--- config.mk ---
export PLATFORM = sky130hd
export DESIGN_NAME = baud_rate_generator
export DESIGN_NICKNAME = d
export VERILOG_FILES = /design/src/rtl/baud_rate_generator.sv
export SDC_FILE = /design/constraint.sdc
export NUM_CORES = 1
export LEC_CHECK = 0
export CAP_MARGIN = 20
export CORE_UTILIZATION = 41
export DETAILED_ROUTE_END_ITERATION = 6
export DONT_BUFFER_PORTS = 1
export HOLD_SLACK_MARGIN = 0.05
export PLACE_DENSITY = 0.57
export SYNTH_ARGS = -nofsm -noshare
export SYNTH_HDL_FRONTEND = slang
export SYNTH_SLANG_ARGS = --single-unit
--- constraint.sdc ---
create_clock -name clk_in -period 7.33 [get_ports clk_in]
set_input_delay 0.733 -clock clk_in [delete_from_list [all_inputs] [get_ports clk_in]]
set_output_delay 0.733 -clock clk_in [all_outputs]
set_load 0.05 [all_outputs]
--- src/rtl/baud_rate_generator.sv ---
// baud_rate_generator: programmable oversample / baud tick generator.
// Divides clk_in by a runtime-loadable divisor N to produce os_tick, a
// baud_tick on every OS_RATE-th os_tick, and a near-50% duty clk_out.
// Optional build macro FRAC_DIV_EN adds a fractional divisor (frac_in):
// a FRAC_W-bit accumulator stretches an os period to N+1 cycles on carry.
module baud_rate_generator #(
    parameter int DIV_W       = 16,
    parameter int DEFAULT_DIV = 27,
    parameter int OS_RATE     = 16,
    parameter int FRAC_W      = 4
) (
    input  logic             clk_in,
    input  logic             reset,
    input  logic             enable,
    input  logic             sync_clr,
    input  logic             div_wr,
    input  logic [DIV_W-1:0] div_in,
`ifdef FRAC_DIV_EN
    input  logic [FRAC_W-1:0] frac_in,
`endif
    output logic             div_err,
    output logic [DIV_W-1:0] div_cur,
    output logic             os_tick,
    output logic             baud_tick,
    output logic             clk_out
);

    localparam int              OS_W    = $clog2(OS_RATE);
    localparam logic [OS_W-1:0] OS_LAST = OS_W'(OS_RATE - 1);
    localparam logic [OS_W-1:0] OS_HALF = OS_W'(OS_RATE / 2);

    logic [DIV_W-1:0] div_cnt;
    logic [DIV_W-1:0] pend_div;
    logic             pend_valid;
    logic [OS_W-1:0]  os_cnt;

    logic             wr_ok;
    logic             pend_any;
    logic [DIV_W-1:0] next_div;
    logic [DIV_W-1:0] term_cnt;
    logic             wrap;
    logic             apply;
    logic [OS_W-1:0]  os_nxt;
    logic             extend;

    // Decode write validity, the terminal count and the divisor-apply point.
    // NOTE: every output of this block is assigned on every pass, so no latch can be inferred.
    always_comb begin
        wr_ok    = div_wr && (div_in != '0);
        pend_any = wr_ok || pend_valid;
        next_div = wr_ok ? div_in : pend_div;
        term_cnt = extend ? div_cur : div_cur - DIV_W'(1);
        // >= rather than == keeps the counter safe if it ever sits past the terminal value.
        wrap     = (div_cnt >= term_cnt);
        apply    = !enable || sync_clr || wrap;
        os_nxt   = (os_cnt == OS_LAST) ? '0 : os_cnt + OS_W'(1);
    end

    // Divisor bookkeeping, both counters and all registered outputs.
    // NOTE: state is updated with non-blocking assignments so every register samples pre-edge values.
    always_ff @(posedge clk_in) begin
        if (reset) begin
            div_cur    <= DIV_W'(DEFAULT_DIV);
            pend_div   <= '0;
            pend_valid <= 1'b0;
            div_cnt    <= '0;
            os_cnt     <= '0;
            os_tick    <= 1'b0;
            baud_tick  <= 1'b0;
            clk_out    <= 1'b0;
            div_err    <= 1'b0;
        end else begin
            div_err <= div_wr && (div_in == '0);

            // A same-cycle write wins over an older pending value at the apply point.
            if (apply && pend_any) begin
                div_cur    <= next_div;
                pend_valid <= 1'b0;
            end else if (wr_ok) begin
                pend_div   <= div_in;
                pend_valid <= 1'b1;
            end

            if (!enable) begin
                div_cnt   <= '0;
                os_cnt    <= '0;
                os_tick   <= 1'b0;
                baud_tick <= 1'b0;
                clk_out   <= 1'b0;
            end else if (sync_clr) begin
                div_cnt   <= '0;
                os_cnt    <= '0;
                os_tick   <= 1'b0;
                baud_tick <= 1'b0;
                clk_out   <= 1'b1;
            end else if (wrap) begin
                div_cnt   <= '0;
                os_cnt    <= os_nxt;
                os_tick   <= 1'b1;
                baud_tick <= (os_cnt == OS_LAST);
                clk_out   <= (os_nxt < OS_HALF);
            end else begin
                div_cnt   <= div_cnt + DIV_W'(1);
                os_tick   <= 1'b0;
                baud_tick <= 1'b0;
                clk_out   <= (os_cnt < OS_HALF);
            end
        end
    end

`ifdef FRAC_DIV_EN
    logic [FRAC_W-1:0] frac_cur;
    logic [FRAC_W-1:0] frac_pend;
    logic [FRAC_W-1:0] frac_acc;
    logic              extend_r;

    // Fraction tracks the integer divisor's pending/apply path; a carry stretches the next period.
    always_ff @(posedge clk_in) begin
        if (reset) begin
            frac_cur  <= '0;
            frac_pend <= '0;
            frac_acc  <= '0;
            extend_r  <= 1'b0;
        end else begin
            if (apply && pend_any) begin
                frac_cur <= wr_ok ? frac_in : frac_pend;
            end else if (wr_ok) begin
                frac_pend <= frac_in;
            end

            if (!enable || sync_clr) begin
                frac_acc <= '0;
                extend_r <= 1'b0;
            end else if (wrap) begin
                {extend_r, frac_acc} <= {1'b0, frac_acc} + {1'b0, frac_cur};
            end
        end
    end

    assign extend = extend_r;
`else
    // Integer-only build: the fraction is fixed at zero, so the accumulator never carries.
    localparam logic [FRAC_W-1:0] FRAC_ZERO = '0;
    assign extend = (FRAC_ZERO != '0);
`endif

endmodule
==> results of run 1 <==
==> flip-flops by register name, indices dropped and copies added (netlist names) <==
signal / count
div_err: 1
pend_valid: 1
div_cur: 16
clk_out: 1
baud_tick: 1
pend_div: 16
os_cnt: 4
os_tick: 1
div_cnt: 16
==> power groups by stage <==
stage	clock, W	sequential, W	combinational [W]
final	0.000287	0.000350	0.0000669
after CTS	0.000293	0.000351	0.0000682
after floorplan	0	0.000354	0.0000634
after global routing	0.000307	0.000352	0.0000750
after global placement	0	0.000358	0.0000670
after detailed placement	0	0.000358	0.0000679
==> metal layers <==
layer,up-vias,part of all wire
met4,0,0.019
met2,30,0.45
met5,-,0
met3,9,0.038
met1,1106,0.49
li1,1243,-
==> per-stage QoR <==
stage / power, W / area [um2]
3_5_place_dp: 0.000426 / 3410
4_1_cts: 0.000712 / 3600
6_report: 0.000704 / 3600
5_1_grt: 0.000733 / 3600
3_3_place_gp: 0.000424 / 3410
2_1_floorplan: 0.000417 / 3340
==> logic make-up after synthesis <==
kind of cell / count (synthesis) / synth area share
adders and majority gates: 19 / 0.0712
xor gates and xnor gates: 28 / 0.0734
DFF: 57 / 0.342
buffers and inverters: 21 / 0.0333
muxes: 45 / 0.146
AOI/OAI and AO/OA: 28 / 0.0667
and+or+nand+nor: 158 / 0.268
==> cell type report <==
cell class	instances	area, um2
clock buffers	11	131
flip-flops and latches	57	1140
repair buffers	2	15.0
fillers	789	4210
clock inverters	5	56.3
multi-input cells	278	2100
well taps	102	128
inverters	7	26.3
==> worst paths after layout <==
path / start / to / slack, ns / depth (start not counted)
worst max-delay path: div_cur[0]$_SDFFE_PP1P_ / div_cur[12]$_SDFFE_PP0P_ / 2.74 / 10
worst min-delay path: pend_div[3]$_SDFFE_PP0N_ / pend_div[3]$_SDFFE_PP0N_ / 0.47 / 2
worst max register to register: div_cur[0]$_SDFFE_PP1P_ / div_cur[12]$_SDFFE_PP0P_ / 2.74 / 10
worst min register to register: pend_div[3]$_SDFFE_PP0N_ / pend_div[3]$_SDFFE_PP0N_ / 0.47 / 2
==> worst max-delay path, delay by kind of cell, from the launching register on <==
family	cells	cell delay, ns
mux	1	0.42
flops	1	0.51
fa+ha+maj	1	0.35
compound gates	4	1.69
xor+xnor	1	0.17
simple gates	3	1.34
==> cell usage in the layout, fill, tap and decap left out, types with 3 or more instances in the layout <==
| master | count |
|---|---|
| dfxtp_1 | 57 |
| nor2_1 | 42 |
| nand2b_1 | 37 |
| mux2i_1 | 33 |
| ha_1 | 19 |
| xnor2_1 | 17 |
| nor2b_1 | 17 |
| nand2_1 | 12 |
| xor2_1 | 11 |
| nand4_1 | 9 |
| clkbuf_8 | 9 |
| inv_1 | 7 |
| nor4_1 | 6 |
| a21oi_1 | 6 |
| and3_1 | 6 |
| mux2_4 | 6 |
| mux2_2 | 6 |
| nor3_1 | 5 |
| or3_1 | 4 |
| a211oi_1 | 4 |
| nor3b_1 | 3 |
| or2_2 | 3 |
| a31oi_1 | 3 |
| nand3_1 | 3 |
==> key figures, run 1 <==
Status
  – Status: complete, no violations

Synth
  – Synth async-reset ratio: 0
  – Most common cell in the netlist: dfxtp_1
  – Cell taking the most area after synthesis: dfxtp_1
  – Synth Instances: 356
  – Flops & latches, synth: 57
  – Mapped Avg Cell Area: between 9 and 10 um2
  – Number of synthesized flops with an enable pin: 0
  – Post-synth top cells: dfxtp_1 (57), nor2_1 (42), nand2b_1 (37)
  – Main synth FF type: dfxtp_1
  – Cell area after synthesis: around 3300 um2
  – Area contributors post-synth: dfxtp_1 (34%), mux2i_1 (9.9%), ha_1 (7.1%)
  – Count of different cell masters after synthesis: 51
  – Post-Syn Nets: 396
  – Yosys warning total: 0
  – Post-synth top area share: 0.342
  – Sequential share of the synthesized area: 0.342

Route
  – Via density: 5.17
  – Final WL: between 6 and 7 mm
  – Drt pass-1 iters: 4
  – Vias: between 2k and 2.5k
  – Wire per inst: approximately 14 um
  – Number of DRC markers in iteration 0: 53
  – Routed Antenna Nets: 0
  – Drt drc: 0

Timing
  – Final Hold Viols: 0
  – Final period util: 0.627
  – Setup TNS: 0 ns
  – Max transition margin: 0.353
  – Unrepaired setup endpoints after global routing: no
  – Max Clock Skew: about 0.012 ns
  – Minimum hold slack: ~0.47 ns
  – Timing-limited maximum frequency: 218 MHz
  – Period minus WS final: about 4.6 ns
  – Slew at the pin closest to its max-slew limit: 0.970 ns
  – # setup viols final: 0
  – Final worst slack: between 2 and 3 ns
  – Max-slew violations: 0

Power and ir drop
  – Net Sw Frac: 0.273
  – Static Leak: 1.36 nW
  – Sequential share of power: 0.498
  – Net Sw Power: between 0.00015 and 0.0002 W
  – Comb pwr share: 0.095
  – Power share of the clock group: 0.407
  – VDD IR max: roughly 0.11 mV
  – Pwr dens: just under 200 nW/um2
  – Internal Pwr Total: ~0.00051 W

Clock tree
  – CTS H-Tree Depth: 3
  – Worst skew pair latency: around 0.34 ns
  – TritonCTS clock tree: built
  – CTS Buffer Depth: 2
  – Post-CTS resize count: 0
  – Total CTS buffers: 9
  – Clock transition at the registers of the reported paths: roughly 0.070 ns
  – Hold_buf cts: 0
  – # clock sinks: 57
  – Root Buffer: clkbuf_8
  – Post-CTS setup buffer count: 0

Setup path
  – Worst path cell trace: or4_1 -> nor4_1 -> nand2_1 -> xor2_1 -> ha_1 -> a21o_1 -> a221o_1 -> a211o_1 -> o31ai_4 -> mux2_2
  – Crit path kind: register to register
  – Slowest CP cell: o31ai_4
  – Nature of the critical path endpoint: register
  – Crit path required time: ~7.6 ns
  – Crit path largest cell delay: 0.80 ns
  – CP startpoint kind: register
  – CP max FO: 16
  – Crit path DAT: 4.82 ns

Floorplan
  – I/O pin count: a little over 40
  – Initial core utilization: 0.428
  – DIE AREA: between 8000 and 9000 um2
  – Die Y: between 90 and 100 um
  – Core Region: around 7800 um2
  – Rows: 32
  – Die width: 92.3 um

Global route
  – Met2 usage: 0.268
  – GRT Overall Usage: 0.170
  – Gr busiest metal: met2
  – Met3 Resource Use GR: 0.0514
  – Largest net degree at the start of global routing: 70
  – First-pass GRT wire length: 11.4 mm
  – Initial antenna violation count: 0
  – GR Layer Usage met1: 0.213
  – Vias in the first global route: about 2.4k
  – Remaining global-route overflow: 0

Finish
  – Non-Filler Instances: 462
  – Share of post-route cells with drive strength above 1: 0.117
  – ANT cells: 0
  – Fin util: 0.461
  – Total Nets Final: 395
  – Area growth syn-to-layout: 7.83%

Run
  – Max_cap viols: 0

Placed design
  – Setup WS pre-CTS: 2.70 ns
  – Gpl congestion: 0.761
  – Placed cells: ~450
  – Buffers on Ports: 0
  – Final HPWL from detailed placement: 4.72 mm

Hold path
  – HP Class: register to register
(Power assumes the default switching activity.)
==> inputs of run 2 (changes only) <==
Settings changed: ABC_AREA from default to 1, PLACE_DENSITY 0.57 to 0.59.
Clock period 7.33 ns to 3.7 ns, I/O delays scaled along.
==> key figures, run 2 <==
Route
  – Final WL: between 7 and 8 mm
  – Wire per inst: 11.5 um
  – Routed Antenna Nets: 0
  – Drt drc: 0
  – Number of DRC markers in iteration 0: 84
  – Drt pass-1 iters: 4
  – Vias: roughly 3.0k
  – Via density: ~4.8

Synth
  – Synth async-reset ratio: 0
  – Post-synth top cells: nand2_1 (115), inv_1 (75), nor2_1 (64)
  – Post-Syn Nets: 560
  – Sequential share of the synthesized area: 0.321
  – Flops & latches, synth: 57
  – Synth Instances: 520
  – Number of synthesized flops with an enable pin: 0
  – Yosys warning total: 0
  – Count of different cell masters after synthesis: 37
  – Most common cell in the netlist: nand2_1
  – Main synth FF type: dfxtp_1
  – Mapped Avg Cell Area: between 6 and 7 um2
  – Post-synth top area share: 0.321
  – Cell taking the most area after synthesis: dfxtp_1
  – Area contributors post-synth: dfxtp_1 (32%), nand2_1 (12%), nand3_1 (8.0%)
  – Cell area after synthesis: 3560 um2

Timing
  – Final period util: 0.848
  – # setup viols final: 0
  – Timing-limited maximum frequency: 319 MHz
  – Max-slew violations: 0
  – Unrepaired setup endpoints after global routing: no
  – Slew at the pin closest to its max-slew limit: 0.671 ns
  – Max transition margin: 0.552
  – Setup TNS: 0 ns
  – Period minus WS final: approximately 3.1 ns
  – Final Hold Viols: 0
  – Max Clock Skew: 0.00760 ns

Setup path
  – Slowest CP cell: dfxtp_1
  – Nature of the critical path endpoint: register
  – Crit path largest cell delay: approximately 0.49 ns
  – CP startpoint kind: register
  – Crit path DAT: 3.37 ns
  – Crit path required time: roughly 3.9 ns
  – Worst path cell trace: inv_1 -> ha_1 -> nand4_1 -> nor4_1 -> xor2_1 -> inv_1 -> ha_1 -> nand4_1 -> a21oi_1 -> nor2_4 -> nand3_4 -> buf_4 -> nand3_1 -> nand2_1 -> nor2_1
  – Crit path kind: register to register
  – CP max FO: 19

Placed design
  – Final HPWL from detailed placement: 5.26 mm
  – Placed cells: approximately 620
  – Gpl congestion: slightly below 0.8
  – Buffers on Ports: 0

Clock tree
  – CTS H-Tree Depth: 3
  – Hold_buf cts: 0
  – Clock transition at the registers of the reported paths: around 0.07 ns
  – Post-CTS setup buffer count: 0
  – Post-CTS resize count: 0
  – TritonCTS clock tree: built
  – Worst skew pair latency: about 0.34 ns
  – Total CTS buffers: 9
  – Root Buffer: clkbuf_8
  – # clock sinks: 57
  – CTS Buffer Depth: 2

Run
  – Max_cap viols: 0

Power and ir drop
  – Net Sw Power: 0.000459 W
  – Sequential share of power: 0.471
  – Power share of the clock group: 0.359
  – Comb pwr share: 0.170
  – Net Sw Frac: 0.309
  – Overall power: 0.00149 W
  – Pwr dens: a little under 400 nW/um2
  – Internal Pwr Total: 0.00103 W
  – Static Leak: approximately 1.9 nW
  – VDD IR max: 0.233 mV

Finish
  – Flip-flop and latch area: 1140 um2
  – Area growth syn-to-layout: 7.31%
  – Fillers: 864
  – Commonest non-fill, non-tap cell in the layout: nand2_1
  – Multi-input logic area: between 1500 and 2000 um2
  – Non-Filler Instances: 631
  – Share of post-route cells with drive strength above 1: 0.0970
  – ANT cells: 0
  – Commonest non-fill, non-tap cells in the layout: nand2_1 (115), inv_1 (75), nor2_1 (64), nand3_1 (57), dfxtp_1 (57)
  – Total Nets Final: roughly 560
  – Largest regs: div_cnt (16), div_cur (16), pend_div (16)

Floorplan
  – DIE AREA: a little over 9000 um2
  – Die width: about 95 um
  – Initial core utilization: 0.429
  – Die Y: roughly 95 um
  – I/O pin count: 41
  – Rows: 33
  – Core Region: approximately 8300 um2

Global route
  – Initial antenna violation count: 0
  – Largest net degree at the start of global routing: 62
  – Vias in the first global route: ~2.8k
  – First-pass GRT wire length: between 10 and 15 mm
  – Remaining global-route overflow: 0
  – GRT Overall Usage: 0.179

Status
  – Status: complete, no violations

Hold path
  – HP Class: primary input to register
run 2: through the flow:
step                      area (um2)  setup WS (ns)   util  hold WS, ns
after floorplan                 3560          0.983      -        0.430
after global placement          3640          0.550  0.439        0.450
after detailed placement        3640          0.530  0.439        0.459
after CTS                       3820          0.525  0.460        0.133
after global routing            3820          0.189  0.460        0.144
final                           3820          0.561  0.460        0.152
run 2: worst max-delay path, delay by kind of cell, from the launching register on:
| family | cells | cell delay (ns) |
|---|---|---|
| AOI/OAI and AO/OA | 1 | 0.23 |
| buffers and inverters | 3 | 0.42 |
| and+or+nand+nor | 8 | 1.20 |
| xor gates and xnor gates | 1 | 0.17 |
| DFF | 1 | 0.49 |
| adders and majority gates | 2 | 0.51 |
run 2: cells by family after synthesis:
group                      after synthesis  share of synthesized area
and+or+nand+nor                        282                      0.373
buffers and inverters                   96                      0.121
DFF                                     57                      0.321
AOI/OAI and AO/OA                       47                     0.0717
xor gates and xnor gates                19                     0.0467
adders and majority gates               19                     0.0668
run 2: layout make-up:
| class | count | area share |
|---|---|---|
| Timing Repair Buffer | 11 | 0.0249 |
| Sequential cell | 57 | 0.299 |
| Multi-Input combinational cell | 367 | 0.520 |
| Inverter | 76 | 0.0747 |
| Clock inverter | 3 | 0.00393 |
| Tap cell | 105 | 0.0344 |
| Clock buffer | 12 | 0.0432 |
run 2: final timing paths:
path	from	endpoint	slack, ns	cells past startpoint
max	div_cur[1]$_SDFFE_PP1P_	div_cur[12]$_SDFFE_PP0P_	0.56	15
min	div_wr	div_err$_SDFF_PP0_	0.15	2
max reg2reg	div_cur[1]$_SDFFE_PP1P_	div_cur[12]$_SDFFE_PP0P_	0.56	15
min reg2reg	div_cnt[0]$_SDFF_PP0_	div_cnt[0]$_SDFF_PP0_	0.47	1
run 2: power by group through the flow:
stage | logic [W] | clock network (W) | registers [W]
after global placement | 0.000248 | 0 | 0.000712
after floorplan | 0.000188 | 0 | 0.000736
final | 0.000253 | 0.000534 | 0.000699
after global routing | 0.000291 | 0.000578 | 0.000703
after detailed placement | 0.000254 | 0 | 0.000713
after CTS | 0.000255 | 0.000552 | 0.000699
run 2: routing by layer:
layer,routed length [um],global-route usage,vias to the layer above
met5,0,0,-
met4,104,0.0682,0
met3,316,0.0526,8
met2,3390,0.284,50
met1,3440,0.227,1325
li1,-,-,1637
